--- config.mk ---
export PLATFORM = sky130hd
export DESIGN_NAME = adc_serial_sampler_flat
export DESIGN_NICKNAME = d
export VERILOG_FILES = /design/src/rtl/adc_serial_sampler_pkg.sv /design/src/rtl/adc_serial_sampler_if.sv /design/src/rtl/adc_serial_sampler_lane.sv /design/src/rtl/adc_serial_sampler.sv /design/src/flat_wrapper.sv
export SDC_FILE = /design/constraint.sdc
export NUM_CORES = 1
export LEC_CHECK = 0
export CAP_MARGIN = 40
export CORE_ASPECT_RATIO = 0.5
export CORE_MARGIN = 4
export CORE_UTILIZATION = 30
export DETAILED_ROUTE_END_ITERATION = 12
export PLACE_DENSITY = 0.54
export SETUP_SLACK_MARGIN = 0.15
export SLEW_MARGIN = 25
export SYNTH_ARGS = -nofsm -noshare
export SYNTH_HDL_FRONTEND = slang
export SYNTH_HIERARCHICAL = 1
export SYNTH_SLANG_ARGS = --single-unit
export TNS_END_PERCENT = 50
--- constraint.sdc ---
create_clock -name clk -period 5.5 [get_ports clk]
set_input_delay 0.825 -clock clk [delete_from_list [all_inputs] [get_ports clk]]
set_output_delay 0.825 -clock clk [all_outputs]
set_load 0.01 [all_outputs]
--- src/rtl/adc_serial_sampler_pkg.sv ---
`timescale 1ns/1ps
`default_nettype none
// ============================================================================
// Module   : adc_pkg
// Purpose  : Shared types and default parameter values for the multi-channel
//            serial-ADC capture engine (adc_serial_sampler and adc_lane).
// Contents : state_t       - capture FSM state encoding
//            c_DEF_*       - default parameter values
//            cnt_width()   - counter width helper (never returns 0)
// Revision : 1.0  initial release
// ============================================================================
package adc_pkg;

    typedef enum logic [1:0] {
        IDLE  = 2'd0,
        FRAME = 2'd1,
        QUIET = 2'd2
    } state_t;

    localparam int c_DEF_CLK_DIV    = 2;
    localparam int c_DEF_FRAME_BITS = 16;
    localparam int c_DEF_DATA_BITS  = 12;
    localparam int c_DEF_NUM_CH     = 2;
    localparam int c_DEF_QUIET_CYC  = 4;
    localparam int c_DEF_AVG_LOG2   = 0;

    // Bits needed for a counter that takes n_values distinct values
    // (0 .. n_values-1). Clamped to 1 so single-value counters still
    // elaborate as a real register.
    function automatic int cnt_width(input int n_values);
        return (n_values <= 2) ? 1 : $clog2(n_values);
    endfunction

endpackage
`default_nettype wire

--- src/rtl/adc_serial_sampler_if.sv ---
`timescale 1ns/1ps
`default_nettype none
// ============================================================================
// Module   : adc_serial_sampler_if
// Purpose  : Result handshake bundle between the capture engine and its
//            consumer (formatter, logger).
// Signals  : sample_data   result word, channel i at [i*DATA_BITS +: DATA_BITS]
//            sample_valid  result available (producer -> consumer)
//            sample_ready  consumer accepts (consumer -> producer)
// Modports : master = producer side, slave = consumer side
// Revision : 1.0  initial release
// ============================================================================
interface adc_serial_sampler_if #(
    parameter int DATA_W = 24
);
    logic [DATA_W-1:0] sample_data;
    logic              sample_valid;
    logic              sample_ready;

    modport master (
        output sample_data,
        output sample_valid,
        input  sample_ready
    );

    modport slave (
        input  sample_data,
        input  sample_valid,
        output sample_ready
    );
endinterface
`default_nettype wire

--- src/rtl/adc_serial_sampler_lane.sv ---
`timescale 1ns/1ps
`default_nettype none
// ============================================================================
// Module   : adc_lane
// Purpose  : One ADC channel: MSB-first frame shift register, unsigned
//            averaging accumulator and truncated result register.
// Ports    : clk, rst_n      clock, asynchronous active-low reset
//            i_sdata         serial data bit from this channel's ADC
//            i_shift         shift i_sdata in (sclk rising edge)
//            i_frame_end     last cycle of the frame: accumulate
//            i_group_done    this frame completes the averaging group
//            o_result        averaged result of the last completed group
// Revision : 1.0  initial release
// ============================================================================
module adc_lane
    import adc_pkg::*;
#(
    parameter int FRAME_BITS = c_DEF_FRAME_BITS,
    parameter int DATA_BITS  = c_DEF_DATA_BITS,
    parameter int AVG_LOG2   = c_DEF_AVG_LOG2
)(
    input  logic                 clk,
    input  logic                 rst_n,
    input  logic                 i_sdata,
    input  logic                 i_shift,
    input  logic                 i_frame_end,
    input  logic                 i_group_done,
    output logic [DATA_BITS-1:0] o_result
);

    localparam int c_ACC_W = DATA_BITS + AVG_LOG2;

    logic [FRAME_BITS-1:0] r_shift;
    logic [c_ACC_W-1:0]    r_acc;
    logic [DATA_BITS-1:0]  r_result;
    logic [c_ACC_W-1:0]    w_sum;
    logic [DATA_BITS-1:0]  w_avg;

    // The accumulator is wide enough for 2^AVG_LOG2 full-scale samples,
    // so this sum cannot overflow within a group.
    assign w_sum = r_acc + c_ACC_W'(r_shift[DATA_BITS-1:0]);
    assign w_avg = DATA_BITS'(w_sum >> AVG_LOG2);

    always_ff @(posedge clk or negedge rst_n) begin
        if (!rst_n) begin
            r_shift <= '0;
        end else if (i_shift) begin
            r_shift <= (r_shift << 1) | FRAME_BITS'(i_sdata);
        end
    end

    always_ff @(posedge clk or negedge rst_n) begin
        if (!rst_n) begin
            r_acc    <= '0;
            r_result <= '0;
        end else if (i_frame_end) begin
            if (i_group_done) begin
                r_result <= w_avg;
                r_acc    <= '0;
            end else begin
                r_acc    <= w_sum;
            end
        end
    end

    assign o_result = r_result;

endmodule
`default_nettype wire

--- src/rtl/adc_serial_sampler.sv ---
`timescale 1ns/1ps
`default_nettype none
// ============================================================================
// Module   : adc_serial_sampler
// Purpose  : Drives a shared sclk/cs pair to NUM_CH serial ADCs, deserialises
//            one frame per conversion, optionally averages 2^AVG_LOG2
//            conversions and offers the result over a valid/ready handshake.
// Ports    : clk, rst_n      clock, asynchronous active-low reset
//            sdata[NUM_CH]   serial data, bit i from ADC i
//            mode_cont       1 = continuous conversions, 0 = single-shot
//            start           single-shot trigger (IDLE and mode_cont=0 only)
//            sclk, cs        ADC serial clock (idles high), chip select (low)
//            smp             result handshake (master side)
//            overrun         sticky: a result was dropped
//            clr_ovr         synchronous clear of overrun
//            busy            FSM not in IDLE
// Revision : 1.0  initial release
// ============================================================================
module adc_serial_sampler
    import adc_pkg::*;
#(
    parameter int CLK_DIV    = c_DEF_CLK_DIV,
    parameter int FRAME_BITS = c_DEF_FRAME_BITS,
    parameter int DATA_BITS  = c_DEF_DATA_BITS,
    parameter int NUM_CH     = c_DEF_NUM_CH,
    parameter int QUIET_CYC  = c_DEF_QUIET_CYC,
    parameter int AVG_LOG2   = c_DEF_AVG_LOG2
)(
    input  logic               clk,
    input  logic               rst_n,
    input  logic [NUM_CH-1:0]  sdata,
    input  logic               mode_cont,
    input  logic               start,
    output logic               sclk,
    output logic               cs,
    adc_serial_sampler_if.master smp,
    output logic               overrun,
    input  logic               clr_ovr,
    output logic               busy
);

    // A frame is 2*FRAME_BITS+1 sclk half-periods: one leading high half,
    // then FRAME_BITS low/high pairs. The last high half doubles as the
    // hold time between the final rising edge and cs rising.
    localparam int c_LAST_HALF = 2 * FRAME_BITS;
    localparam int c_DIV_W     = cnt_width(CLK_DIV);
    localparam int c_HALF_W    = cnt_width(c_LAST_HALF + 1);
    localparam int c_Q_W       = cnt_width(QUIET_CYC);
    localparam int c_AVG_W     = AVG_LOG2 + 1;
    localparam int c_RES_W     = NUM_CH * DATA_BITS;

    state_t                r_state;
    state_t                w_next;
    logic [c_DIV_W-1:0]    r_div;
    logic [c_HALF_W-1:0]   r_half;
    logic [c_Q_W-1:0]      r_quiet;
    logic [c_AVG_W-1:0]    r_avg_cnt;
    logic                  r_sclk;
    logic                  r_cs;
    logic                  r_res_stb;
    logic                  r_valid;
    logic [c_RES_W-1:0]    r_data;
    logic                  r_ovr;

    logic                  w_div_wrap;
    logic                  w_frame_end;
    logic                  w_quiet_end;
    logic                  w_rise;
    logic                  w_fall;
    logic                  w_group_done;
    logic                  w_avg_pending;
    logic                  w_enter_frame;
    logic [c_RES_W-1:0]    w_results;

    // ------------------------------------------------------------------
    // Timing strobes derived from the divider and half-period counters
    // ------------------------------------------------------------------
    assign w_div_wrap    = (r_div == c_DIV_W'(CLK_DIV - 1));
    assign w_frame_end   = (r_state == FRAME) && w_div_wrap &&
                           (r_half == c_HALF_W'(c_LAST_HALF));
    assign w_quiet_end   = (r_state == QUIET) &&
                           (r_quiet == c_Q_W'(QUIET_CYC - 1));
    // Leaving an odd (low) half means sclk rises; leaving an even half
    // other than the last one means sclk falls.
    assign w_rise        = (r_state == FRAME) && w_div_wrap && !w_frame_end &&  r_half[0];
    assign w_fall        = (r_state == FRAME) && w_div_wrap && !w_frame_end && !r_half[0];
    assign w_group_done  = w_frame_end &&
                           (r_avg_cnt == c_AVG_W'((1 << AVG_LOG2) - 1));
    assign w_avg_pending = (r_avg_cnt != '0);
    assign w_enter_frame = (w_next == FRAME) && (r_state != FRAME);

    // ------------------------------------------------------------------
    // FSM
    // ------------------------------------------------------------------
    always_ff @(posedge clk or negedge rst_n) begin
        if (!rst_n) begin
            r_state <= IDLE;
        end else begin
            r_state <= w_next;
        end
    end

    always_comb begin
        w_next = r_state;
        case (r_state)
            IDLE: begin
                if (mode_cont || start) begin
                    w_next = FRAME;
                end
            end
            FRAME: begin
                if (w_frame_end) begin
                    w_next = QUIET;
                end
            end
            QUIET: begin
                // An unfinished averaging group always runs to completion,
                // even after mode_cont drops.
                if (w_quiet_end) begin
                    w_next = (mode_cont || w_avg_pending) ? FRAME : IDLE;
                end
            end
            default: begin
                w_next = IDLE;
            end
        endcase
    end

    // ------------------------------------------------------------------
    // Clock divider, half-period and quiet counters
    // ------------------------------------------------------------------
    always_ff @(posedge clk or negedge rst_n) begin
        if (!rst_n) begin
            r_div  <= '0;
            r_half <= '0;
        end else if (w_enter_frame) begin
            r_div  <= '0;
            r_half <= '0;
        end else if (r_state == FRAME) begin
            if (w_div_wrap) begin
                r_div  <= '0;
                r_half <= r_half + 1'b1;
            end else begin
                r_div  <= r_div + 1'b1;
            end
        end
    end

    always_ff @(posedge clk or negedge rst_n) begin
        if (!rst_n) begin
            r_quiet <= '0;
        end else if (r_state != QUIET) begin
            r_quiet <= '0;
        end else begin
            r_quiet <= r_quiet + 1'b1;
        end
    end

    // ------------------------------------------------------------------
    // ADC pins
    // ------------------------------------------------------------------
    always_ff @(posedge clk or negedge rst_n) begin
        if (!rst_n) begin
            r_cs   <= 1'b1;
            r_sclk <= 1'b1;
        end else begin
            if (w_enter_frame) begin
                r_cs <= 1'b0;
            end else if (w_frame_end) begin
                r_cs <= 1'b1;
            end

            if (w_fall) begin
                r_sclk <= 1'b0;
            end else if (w_rise || w_enter_frame || w_frame_end) begin
                r_sclk <= 1'b1;
            end
        end
    end

    assign sclk = r_sclk;
    assign cs   = r_cs;
    assign busy = (r_state != IDLE);

    // ------------------------------------------------------------------
    // Averaging counter; r_res_stb marks the cycle after a group completes,
    // when the lane result registers hold the fresh average.
    // ------------------------------------------------------------------
    always_ff @(posedge clk or negedge rst_n) begin
        if (!rst_n) begin
            r_avg_cnt <= '0;
            r_res_stb <= 1'b0;
        end else begin
            r_res_stb <= w_group_done;
            if (w_group_done) begin
                r_avg_cnt <= '0;
            end else if (w_frame_end) begin
                r_avg_cnt <= r_avg_cnt + 1'b1;
            end
        end
    end

    // ------------------------------------------------------------------
    // Per-channel lanes
    // ------------------------------------------------------------------
    for (genvar gi = 0; gi < NUM_CH; gi++) begin : g_lane
        adc_lane #(
            .FRAME_BITS (FRAME_BITS),
            .DATA_BITS  (DATA_BITS),
            .AVG_LOG2   (AVG_LOG2)
        ) u_lane (
            .clk          (clk),
            .rst_n        (rst_n),
            .i_sdata      (sdata[gi]),
            .i_shift      (w_rise),
            .i_frame_end  (w_frame_end),
            .i_group_done (w_group_done),
            .o_result     (w_results[gi*DATA_BITS +: DATA_BITS])
        );
    end

    // ------------------------------------------------------------------
    // Output handshake register. A new result replaces the held one only
    // if the held one is consumed in the same cycle; otherwise it is
    // dropped and overrun latches (set beats clear).
    // ------------------------------------------------------------------
    always_ff @(posedge clk or negedge rst_n) begin
        if (!rst_n) begin
            r_valid <= 1'b0;
            r_data  <= '0;
        end else if (r_res_stb && (!r_valid || smp.sample_ready)) begin
            r_valid <= 1'b1;
            r_data  <= w_results;
        end else if (r_valid && smp.sample_ready) begin
            r_valid <= 1'b0;
        end
    end

    always_ff @(posedge clk or negedge rst_n) begin
        if (!rst_n) begin
            r_ovr <= 1'b0;
        end else if (r_res_stb && r_valid && !smp.sample_ready) begin
            r_ovr <= 1'b1;
        end else if (clr_ovr) begin
            r_ovr <= 1'b0;
        end
    end

    assign smp.sample_valid = r_valid;
    assign smp.sample_data  = r_data;
    assign overrun          = r_ovr;

endmodule
`default_nettype wire

--- src/flat_wrapper.sv ---
// flat-port wrapper written by rule: the top's interface ports become plain ports
module adc_serial_sampler_flat import adc_pkg::*;
#(
    parameter int CLK_DIV    = c_DEF_CLK_DIV,
    parameter int FRAME_BITS = c_DEF_FRAME_BITS,
    parameter int DATA_BITS  = c_DEF_DATA_BITS,
    parameter int NUM_CH     = c_DEF_NUM_CH,
    parameter int QUIET_CYC  = c_DEF_QUIET_CYC,
    parameter int AVG_LOG2   = c_DEF_AVG_LOG2
)
  (clk, rst_n, sdata, mode_cont, start, sclk, cs, overrun, clr_ovr, busy, smp_sample_data, smp_sample_valid, smp_sample_ready);
  adc_serial_sampler_if #(.DATA_W(24)) smp_i ();
  input  logic clk;
  input  logic rst_n;
  input  logic [NUM_CH-1:0] sdata;
  input  logic mode_cont;
  input  logic start;
  output logic sclk;
  output logic cs;
  output logic overrun;
  input  logic clr_ovr;
  output logic busy;
  output wire logic [$bits(smp_i.sample_data)-1:0] smp_sample_data;
  output wire logic [$bits(smp_i.sample_valid)-1:0] smp_sample_valid;
  input wire logic [$bits(smp_i.sample_ready)-1:0] smp_sample_ready;
  assign smp_sample_data = smp_i.sample_data;
  assign smp_sample_valid = smp_i.sample_valid;
  assign smp_i.sample_ready = smp_sample_ready;
  adc_serial_sampler #(.CLK_DIV(CLK_DIV), .FRAME_BITS(FRAME_BITS), .DATA_BITS(DATA_BITS), .NUM_CH(NUM_CH), .QUIET_CYC(QUIET_CYC), .AVG_LOG2(AVG_LOG2)) u_core (.clk(clk), .rst_n(rst_n), .sdata(sdata), .mode_cont(mode_cont), .start(start), .sclk(sclk), .cs(cs), .smp(smp_i), .overrun(overrun), .clr_ovr(clr_ovr), .busy(busy));
endmodule
-- Yosys cells after proc, flatten, opt, wreduce, memory -nomap -nowiden
Index checks and enable logic that the tools add are counted.
- register bits after elaboration: 113
- input bits: 8
- output and inout bits: 29
- logic and storage cells: 89
- add/subtract/negate cells: 6
- eq/ne operators: 7
- multiplexer cells: 24
- bitwise operators: 3
- reductions and logical operators: 32
- operators by type and width (cell ; number):
    adder 12 bit ; 2
    two-way mux 12 bit ; 2
    bitwise OR 12 x 1 -> 12 bit ; 2
    two-way mux 6 bit ; 3
    nonzero test 2 bit ; 8
    two-way mux 1 bit ; 14
    logical AND 1 bit ; 12
    two-way mux 2 bit ; 4
    adder 6 x 1 -> 6 bit (second input constant) ; 1
    equality test 6 bit (second input constant) ; 1
    one-hot mux 2 bit (3 select lines) ; 1
    logical OR 1 bit ; 5
    equality test 2 x 1 -> 1 bit (second input constant) ; 2
    equality test 2 bit (second input constant) ; 2
    logical NOT 1 bit ; 4
    AND reduction 2 bit ; 2
    adder 1 bit (second input constant) ; 2
    adder 2 x 1 -> 2 bit (second input constant) ; 1
    logical NOT 2 bit ; 1
    != test 2 x 1 -> 1 bit (second input constant) ; 1
    != test 2 bit (second input constant) ; 1
    inverter 1 bit ; 1

-- Depth between registers and ports, before layout
Gate-level depths: netlist of the first run.
- depth in word-level cells: 11
- depth in mapped cells: 10

-- By module
Netlist of the first run, hierarchy kept.
- modules (own cells, without submodules) (module ; times used ; cells each ; area each (um^2) ; seq. area each (um^2)):
    adc_lane ; 2 ; 173 ; 1903.1 ; 900.9
    adc_serial_sampler ; 1 ; 128 ; 1686.6 ; 1028.5

-- Worst setup path before layout of the first run
No wires, ideal clock.
- path type: register -> register
- start point: reg u_core.r_half[2]
- end point: reg u_core.g_lane[0].u_lane.r_result[0]
- arrival: 2.233 ns
- data required time: 5.375 ns
- setup slack: 3.142 ns
- stages on the path, launching flop included: 7
- buffers on the path: 1
- clock period less this slack: 2.358 ns
- path through: dfrtp_1 -> or3_4 -> or3_4 -> nor2_1 -> nand2_1 -> clkbuf_1 -> mux2_2
- word-level cells in the longest chain between the ends: 4
- ends and longest elaborated chain (item ; RTL line ; text):
    start, declared ; adc_serial_sampler.sv:55 ; logic [c_HALF_W-1:0] r_half;
    start signal, assigned ; adc_serial_sampler.sv:142 ; r_half <= r_half + 1'b1;
    equality test 6 bit ; adc_serial_sampler.sv:80 ; (r_half == c_HALF_W'(c_LAST_HALF));
    logical AND 1 bit ; adc_serial_sampler.sv:79 ; assign w_frame_end = (r_state == FRAME) && w_div_wrap &&
    logical AND 1 bit ; adc_serial_sampler.sv:87 ; assign w_group_done = w_frame_end &&
    via u_core.w_group_done ; adc_serial_sampler.sv:70 ; logic w_group_done;
    AND reduction 2 bit (no source line) ; -- ;
    end signal, assigned ; adc_serial_sampler_lane.sv:58 ; r_result <= w_avg;
    end, declared ; adc_serial_sampler_lane.sv:35 ; logic [DATA_BITS-1:0] r_result;
The timed path passes the listed nets, and every way through them passes these cells.
A chain may end at the register's enable or synchronous reset.

-- Final worst setup path of the first run
- start point: reg u_core.r_state[1]
- end point: reg u_core.g_lane[1].u_lane.r_result[11]
- word-level cells in the longest chain between the ends: 5
- ends and longest elaborated chain (item ; RTL line ; text):
    start, declared ; adc_serial_sampler.sv:52 ; state_t r_state;
    start signal, assigned ; adc_serial_sampler.sv:99 ; r_state <= w_next;
    equality test 2 x 1 -> 1 bit (*) ; adc_serial_sampler.sv:79 ;
    logical AND 1 bit (*) (2 in a row) ; adc_serial_sampler.sv:79 ;
    via u_core.w_frame_end ; adc_serial_sampler.sv:66 ; logic w_frame_end;
    logical AND 1 bit ; adc_serial_sampler.sv:87 ;
    AND reduction 2 bit (no source line) (*) ; -- ;
    end signal, assigned ; adc_serial_sampler_lane.sv:58 ;
    end, declared ; adc_serial_sampler_lane.sv:35 ;
The timed path passes the listed nets; every way through them passes the cells marked *.

==> impl_metrics.tcl, run 1 <==
set metrics [dict create \
    status "finished clean" \
    syn_nets 509 \
    synth.area.top_cells "dfrtp_1 51%, mux2_2 11%, ha_1 5.7%" \
    ys_seq_area_share_pct 51.5 \
    initial_utilization_pct 31.1 \
    maxCapViolCount 0 \
    p_leak_uw 0.00314 \
    max_freq_mhz 345 \
    postCtsHoldBufs 0 \
    fp.dieH_um 104 \
    finalCritPeriodShare_pct 52.7 \
    multi_input_area_sq_um 2520 \
    core_area_sq_um 17700 \
    synth-edff-count 0 \
    htree_levels 4 \
    die_w_um 199 \
    finalSetupViolations 0 \
    synth_top_area_share_pct 50.6 \
    rsz0062_at_grt "no" \
    drive_above_1_share_pct 20.5 \
    std_cell_rows 34 \
    vdd_drop_max_mv 0.185 \
    critPathKind "reg2reg" \
    die_area_sq_um 20700 \
    root_buffer "clkbuf_16" \
    grt_max_degree 52 \
    clk_latency_ns 0.41 \
    num_vias 3650 \
    hold_class "in2async" \
    grt_pass1_wl_um 18900 \
    synthFlopType "dfrtp_1" \
    yosys.cell_count.top_type "dfrtp_1" \
    synth_area_per_cell_sq_um 11.6 \
    syn_inst 474 \
    r2r_setup_slack_ns 2.60 \
    setup_tns_ns 0 \
    worstSetupStartpointType "register" \
    p_total_uw 2520 \
    vias_per_cell 4.76 \
    routed_wl_um 10800 \
    worst_slew_pin_slew_ns 0.688 \
    cts_sinks 113 \
    postLayoutSetupSlackWorst_ns 2.60 \
    fillers 1700 \
    grt_overflow_total 0 \
    cp_max_fo 21 \
    pre_cts_slack_ns 2.35 \
    grt_pass1_vias 3766 \
    relSlewSlack_pct 54.1 \
    syn_to_final_growth_pct 22.4 \
    min_period_ns 2.90 \
    powerDensity_nw_per_um2 375 \
    reg2reg_to "u_core/g_lane[1].u_lane/o_result[11]" \
    gp_congestion 0.768 \
    post-cts-setup-buffers 0 \
    synth-seq-cells 113 \
    cts_buffer_depth 2 \
    yosysUniqueCellTypes 49 \
    synthArstFlopShare_pct 100 \
    wl_per_cell_um 14.0 \
    drc_errors 0 \
    nets 555 \
    cts_resized 0 \
    cts_buffers 17 \
    postLayoutCoreUtil_pct 38.1 \
    cts_tree "built" \
    dr.first_iter.drc_count 155 \
    clkTransAtPathRegs_ns 0.05 \
    finalMaxSlewViolations 0 \
    yosys_warnings 6 \
    regArea_sq_um 2830 \
    pin_count 37 \
    dp.final_hpwl_um 7480 \
    ys_top_cells_by_count "111 x dfrtp_1, 52 x mux2_2, 35 x o21ai_0, 34 x nor2_1, 29 x nand2_1" \
    cp-end-kind "register" \
    crit_required_ns 5.79 \
    rr_worst_depth 5 \
    first_pass_iters 4 \
    grtUsageTotal_pct 11.3 \
    worst_r2r_startpoint "u_core/r_state[1]" \
    n_antenna_cell 0 \
    arrival_ns 3.19 \
    hold_viol 0 \
    antenna_found_initial 0 \
    synth_largest_area_cell "dfrtp_1" \
    antenna_left 0 \
    port_buffers 36 \
    fin_worst_skew_ns 0.00840 \
    syn-cell-area_sq_um 5490 \
]
-- per-stage QoR --
stage	hold WS, ns	area [sq um]	cells
after floorplan	0.414	5490	474
after global placement	0.446	6110	732
after detailed placement	0.437	6140	733
after CTS	0.334	6700	765
after global routing	0.344	6720	767
final	0.328	6720	767
-- layout by cell type (no fill, tap or decap), drive strengths merged, types with 5 or more instances in the layout --
cell | netlist | layout
nor2 | 34 | 34
or3 | 8 | 8
xor2 | 5 | 5
inv | 22 | 22
clkdlybuf4s50 | 0 | 35
a21oi | 13 | 13
a21o | 8 | 8
nor3 | 7 | 7
o21a | 8 | 8
and3 | 7 | 7
mux2 | 52 | 52
nand2b | 7 | 7
a211oi | 7 | 7
o2bb2ai | 12 | 12
xnor2 | 9 | 9
o21ai | 39 | 39
o31ai | 6 | 6
nand2 | 31 | 31
buf | 5 | 6
nand3b | 5 | 5
clkinv | 2 | 7
clkbuf | 9 | 26
dfrtp | 111 | 111
ha | 25 | 25
-- power by group --
part | leakage, uW | switching, uW | internal (uW) | total, uW
sequential | 0.00155 | 91.6 | 925 | 1020
combinational | 0.00131 | 243 | 227 | 470
clock | 0.000284 | 359 | 676 | 1040
total | 0.00314 | 693 | 1830 | 2520
-- final cells by class --
| type | count | area share [%] |
|---|---|---|
| clock buffer | 26 | 7.57 |
| clock inverter | 6 | 0.819 |
| inverter | 24 | 1.34 |
| multi-input combinational | 323 | 37.5 |
| sequential | 113 | 42.1 |
| tap | 234 | 4.35 |
| timing repair buffer | 41 | 6.29 |
-- critical path, stage by stage (launching register included) --
cell	delay, ns
dfrtp_1	0.50
nand3b_1	0.34
or3_4	0.41
inv_1	0.51
nand2_1	0.58
mux2_2	0.43
-- sequential cells by signal (all words and copies together) (netlist names) --
name                           flops
u_core/smp.sample_valid            1
u_core/g_lane.u_lane/r_shift      24
u_core/r_res_stb                   1
u_core/sclk                        1
u_core/r_state                     2
u_core/overrun                     1
u_core/g_lane.u_lane/o_result     24
u_core/smp.sample_data            24
u_core/r_quiet                     2
u_core/r_div                       1
u_core/cs                          1
u_core/g_lane.u_lane/r_acc        24
u_core/r_avg_cnt                   1
u_core/r_half                      6
-- layer usage --
metal / GRT usage [%] / wire length (um) / up-vias
met5: 0 / 0 / -
met4: 4.51 / 123 / 0
met3: 3.02 / 384 / 12
met2: 17.6 / 5020 / 40
met1: 15.0 / 5230 / 1796
li1: - / - / 1802
-- cells by family after synthesis --
group / Yosys count / synth area share, %
muxes: 53 / 10.8
DFF: 113 / 51.5
AOI/OAI and AO/OA: 110 / 14.7
and+or+nand+nor: 117 / 10.8
buffers and inverters: 38 / 2.67
adders and majority gates: 27 / 6.42
xor gates and xnor gates: 16 / 3.10
-- how the worst max path moves through the flow --
stage | start | endpoint | slack, ns | cells after the start
floorplan | u_core/r_half[2] | u_core/g_lane[0].u_lane/o_result[0] | 3.14 | 6
global placement | u_core/r_half[2] | u_core/g_lane[1].u_lane/o_result[11] | 2.42 | 5
detailed placement | u_core/r_state[1] | u_core/g_lane[1].u_lane/o_result[11] | 2.35 | 5
CTS | u_core/r_state[1] | u_core/g_lane[1].u_lane/o_result[4] | 2.34 | 5
global route | u_core/r_state[1] | u_core/g_lane[1].u_lane/o_result[11] | 2.38 | 5
finish | u_core/r_state[1] | u_core/g_lane[1].u_lane/o_result[11] | 2.60 | 5
(Power assumes the default switching activity.)
==> run 2, diff against run 1 <==
==> constraint.sdc (replaced) <==
create_clock -name clk -period 2.8 [get_ports clk]
set_input_delay 0.42 -clock clk [delete_from_list [all_inputs] [get_ports clk]]
set_output_delay 0.42 -clock clk [all_outputs]
set_load 0.01 [all_outputs]
==> impl_metrics.tcl, run 2 (synthesis results as in run 1) <==
set metrics [dict create \
    dp.final_hpwl_um 7690 \
    drc_errors 0 \
    cts_buffer_depth 2 \
    pre_cts_slack_ns 0.344 \
    cts_tree "built" \
    drive_above_1_share_pct 21.5 \
    min_period_ns 2.46 \
    vdd_drop_max_mv 0.362 \
    postLayoutSetupSlackWorst_ns 0.344 \
    crit_family "simple AND/OR/NAND/NOR gates" \
    hold_viol 0 \
    first_pass_iters 4 \
    finalSetupViolations 0 \
    path_cells "or3_4 -> or3_4 -> nor2_1 -> buf_4 -> nand2_1 -> mux2_2" \
    multi_input_area_sq_um 2520 \
    num_vias 3632 \
    worst_slew_pin_slew_ns 0.645 \
    die_area_sq_um 20700 \
    pin_count 37 \
    routed_wl_um 10900 \
    final_common_cell "dfrtp_1" \
    finalMaxSlewViolations 0 \
    antenna_found_initial 0 \
    grtUsageTotal_pct 11.5 \
    p_leak_uw 0.00317 \
    relSlewSlack_pct 56.9 \
    wl_per_cell_um 14.1 \
    fp.dieH_um 104 \
    seqPwrFrac_pct 39.4 \
    clkTransAtPathRegs_ns 0.05 \
    regArea_sq_um 2830 \
    clock_power_share_pct 40.9 \
    port_buffers 36 \
    initial_utilization_pct 31.1 \
    power.net_switching_uw 1370 \
    grt_overflow_total 0 \
    p_comb_share_pct 19.8 \
    htree_levels 4 \
    critPathKind "reg2reg" \
    final_cell_mix "111 x dfrtp_1, 52 x mux2_2, 35 x clkdlybuf4s50_1, 35 x o21ai_0, 33 x nor2_1" \
    clk_latency_ns 0.39 \
    switching_share_pct 27.5 \
    p_int_uw 3630 \
    status "finished clean" \
    fillers 1704 \
    setup_tns_ns 0 \
    maxCapViolCount 0 \
    arrival_ns 2.73 \
    grt_max_degree 48 \
    hold_class "in2async" \
    crit_slowest_cell "mux2_2" \
    die_w_um 199 \
    cp_max_fo 21 \
    std_cell_rows 34 \
    path_common_cell "or3_4" \
    cts_buffers 17 \
    n_antenna_cell 0 \
    gp_congestion 0.784 \
    antenna_left 0 \
    cts_resized 0 \
    crit_required_ns 3.07 \
    rsz0062_at_grt "no" \
    critPathMaxStageDelay_ns 0.43 \
    post-cts-setup-buffers 0 \
    postLayoutCoreUtil_pct 38.4 \
    worstSetupStartpointType "register" \
    finalCritPeriodShare_pct 87.7 \
    root_buffer "clkbuf_16" \
    syn_to_final_growth_pct 23.3 \
    powerDensity_nw_per_um2 739 \
    cts_sinks 113 \
    max_freq_mhz 407 \
    nets 562 \
    grt_pass1_wl_um 19500 \
    dp_cells 742 \
    grt_pass1_vias 3829 \
    cp-end-kind "register" \
    postCtsHoldBufs 0 \
    fin_cells 773 \
    vias_per_cell 4.70 \
    dr.first_iter.drc_count 145 \
    core_area_sq_um 17700 \
    critPathBufInv 1 \
    fin_worst_skew_ns 0.00790 \
]
[run 2: power by group through the flow]
stage	sequential [uW]	combinational, uW	clock (uW)
after CTS	1970	1000	2100
after global placement	2000	978	0
after global routing	2000	1110	2190
after detailed placement	2000	988	0
final	1970	989	2040
after floorplan	1950	712	0
[run 2: stage by stage]
| stage | instance area, sq um | hold WS, ns | power, uW |
|---|---|---|---|
| after CTS | 6770 | 0.0695 | 5070 |
| after floorplan | 5490 | 0.124 | 2660 |
| after global placement | 6200 | 0.433 | 2980 |
| final | 6770 | 0.0498 | 5000 |
| after detailed placement | 6200 | 0.439 | 2980 |
| after global routing | 6770 | 0.0963 | 5290 |
[run 2: worst reg2reg max path: stages (launching register included)]
cell	delay, ns
dfrtp_1	0.42
or3_4	0.41
or3_4	0.40
nor2_1	0.09
buf_4	0.19
nand2_1	0.40
mux2_2	0.43
[run 2: final cells by class]
| type | instances | area share [%] |
|---|---|---|
| Sequential cell | 113 | 41.8 |
| Multi-Input combinational cell | 323 | 37.2 |
| Clock buffer | 26 | 7.67 |
| Timing Repair Buffer | 48 | 6.98 |
| Tap cell | 234 | 4.32 |
| Inverter | 24 | 1.33 |
| Clock inverter | 5 | 0.739 |
[run 2: worst paths after layout]
kind	slack (ns)	cells past startpoint	end	from
max	0.34	6	u_core/g_lane[0].u_lane/o_result[4]	u_core/r_half[2]
min	0.05	1	u_core/g_lane[0].u_lane/r_shift[0]	rst_n
max reg2reg	0.34	6	u_core/g_lane[0].u_lane/o_result[4]	u_core/r_half[2]
min in group clk	0.44	1	u_core/r_quiet[0]	u_core/r_quiet[0]
max in group asynchronous	1.97	2	u_core/g_lane[1].u_lane/r_shift[7]	rst_n
min reg2reg	0.44	1	u_core/r_quiet[0]	u_core/r_quiet[0]
[run 2: layer usage]
metal  track usage [%]  vias up  wire, um
met2              17.7       31      5150
li1                  -     1805         -
met3              2.34       10       251
met5                 0        -         0
met4              3.73        0       105
met1              16.2     1786      5410
==> run 3, diff against run 2 <==
--- a/config.mk
+++ b/config.mk
@@ -7,7 +7,7 @@
 export LEC_CHECK = 0
 export CAP_MARGIN = 40
 export CORE_ASPECT_RATIO = 0.5
-export CORE_MARGIN = 4
+export CORE_MARGIN = 5
 export CORE_UTILIZATION = 30
 export DETAILED_ROUTE_END_ITERATION = 12
 export PLACE_DENSITY = 0.54
==> impl_metrics.tcl, run 3 (synthesis results as in run 1) <==
set metrics [dict create \
    fillers 1735 \
    rr_worst_depth 7 \
    grtUsageTotal_pct 11.1 \
    first_pass_iters 5 \
    pre_cts_slack_ns 0.189 \
    gp_congestion 0.813 \
    drc_errors 0 \
    hold_path_depth 1 \
    routed_wl_um 11200 \
    die_area_sq_um 21300 \
    clk_latency_ns 0.41 \
    hold_start "u_core/r_quiet[0]" \
    num_vias 3671 \
    die_w_um 201 \
    crit_slowest_cell "dfrtp_1" \
    final_common_cell "dfrtp_1" \
    crit_family "simple AND/OR/NAND/NOR gates" \
    switching_share_pct 25.4 \
    cts_sinks 113 \
    n_antenna_cell 0 \
    finalMaxSlewViolations 0 \
    final_cell_mix "111 x dfrtp_1, 52 x mux2_2, 35 x clkdlybuf4s50_1, 35 x o21ai_0, 33 x nor2_1" \
    relSlewSlack_pct 53.6 \
    port_buffers 36 \
    worst_slew_pin_slew_ns 0.695 \
    syn_to_final_growth_pct 26.5 \
    clock_power_share_pct 47.2 \
    postLayoutCoreUtil_pct 38.2 \
    p_comb_share_pct 17.4 \
    postLayoutSetupSlackWorst_ns 0.270 \
    initial_utilization_pct 30.2 \
    vias_per_cell 4.69 \
    grt_max_degree 42 \
    hold_viol 0 \
    cp_max_fo 10 \
    grt_pass1_wl_um 19200 \
    grt_pass1_vias 3713 \
    finalCritPeriodShare_pct 90.4 \
    crit_required_ns 3.11 \
    antenna_found_initial 0 \
    rsz0062_at_grt "yes" \
    dr.first_iter.drc_count 120 \
    seqPwrFrac_pct 35.4 \
    post-cts-setup-buffers 0 \
    worstSetupStartpointType "register" \
    p_leak_uw 0.00324 \
    finalSetupViolations 0 \
    hold_end "u_core/r_quiet[0]" \
    fin_worst_skew_ns 0.00711 \
    fp.dieH_um 106 \
    vdd_drop_max_mv 0.395 \
    pin_count 37 \
    p_int_uw 4150 \
    maxCapViolCount 0 \
    reg2reg_to "u_core/g_lane[0].u_lane/r_acc[8]" \
    max_freq_mhz 395 \
    dp.final_hpwl_um 7800 \
    cp-end-kind "register" \
    path_cells "or3_4 -> or3_4 -> inv_1 -> buf_4 -> buf_4 -> nand2b_1 -> o32ai_1" \
    critPathKind "reg2reg" \
    htree_levels 4 \
    core_area_sq_um 18200 \
    cts_buffers 17 \
    wl_per_cell_um 14.3 \
    cts_tree "built" \
    critPathMaxStageDelay_ns 0.42 \
    r2r_setup_slack_ns 0.27 \
    setup_tns_ns 0 \
    p_total_uw 5560 \
    powerDensity_nw_per_um2 801 \
    power.net_switching_uw 1410 \
    root_buffer "clkbuf_16" \
    min_period_ns 2.53 \
    critPathBufInv 3 \
    antenna_left 0 \
    drive_above_1_share_pct 22.7 \
    clkTransAtPathRegs_ns 0.05 \
    hold_class "reg2reg" \
    grt_overflow_total 0 \
    fin_hold_ws_ns 0.439 \
    arrival_ns 2.84 \
    status "finished clean" \
    worst_r2r_startpoint "u_core/r_half[2]" \
    nets 564 \
    std_cell_rows 35 \
    cts_buffer_depth 2 \
]
run 3: cell count changes in the layout (fill, tap and decap cells not counted), moves of 2 or more:
cell        before  now
bufinv_16        1    7
clkinv_2         4    1
buf_4           11   13
clkbuf_1         3    1
clkinvlp_4       0    2
nand2_1         29   27
nand2_2          2    4
run 3: power by group through the flow:
stage,logic [uW],registers (uW),clock network (uW)
floorplan,712,1950,0
global placement,969,1990,0
detailed placement,971,2000,0
CTS,979,1970,2680
global route,1090,2000,2760
finish,968,1970,2620
run 3: cell type report:
class / instances / area [sq um] / area share, %
flip-flops and latches: 113 / 2830 / 40.7
clock buffers: 23 / 498 / 7.17
multi-input cells: 323 / 2520 / 36.3
well taps: 240 / 300 / 4.32
clock inverters: 9 / 223 / 3.21
repair buffers: 50 / 478 / 6.88
inverters: 24 / 93.8 / 1.35
run 3: stage by stage:
stage               cells  cell area (sq um)
global route          782               6950
finish                782               6950
global placement      749               6210
detailed placement    749               6210
CTS                   782               6940
floorplan             474               5490
run 3: how the worst max path moves through the flow:
stage / start / cells past startpoint / end / slack, ns
final: u_core/r_half[2] / 7 / u_core/g_lane[0].u_lane/r_acc[8] / 0.27
after global routing: u_core/r_half[2] / 8 / u_core/g_lane[1].u_lane/r_acc[11] / 0.12
after CTS: u_core/r_half[2] / 6 / u_core/g_lane[0].u_lane/o_result[11] / 0.17
after detailed placement: u_core/r_half[2] / 6 / u_core/g_lane[0].u_lane/o_result[4] / 0.19
after global placement: u_core/r_half[2] / 6 / u_core/g_lane[0].u_lane/o_result[4] / 0.28
after floorplan: u_core/r_half[2] / 6 / u_core/g_lane[0].u_lane/o_result[0] / 0.44
run 3: routing by layer:
layer  wire, um  GRT usage, %  up-vias
li1           -             -     1813
met1       5590          14.9     1805
met2       5170          17.4       43
met3        297          3.14       10
met4        126          3.80        0
met5          0             0        -
run 3: what timing repair did:
| action | 4_1_cts | 5_1_grt |
|---|---|---|
| resized for setup | 0 | 3 |
| endpoints found under the hold margin | 35 | 0 |
| setup endpoints to repair | 0 | 17 |
| hold buffers | 1 | 0 |
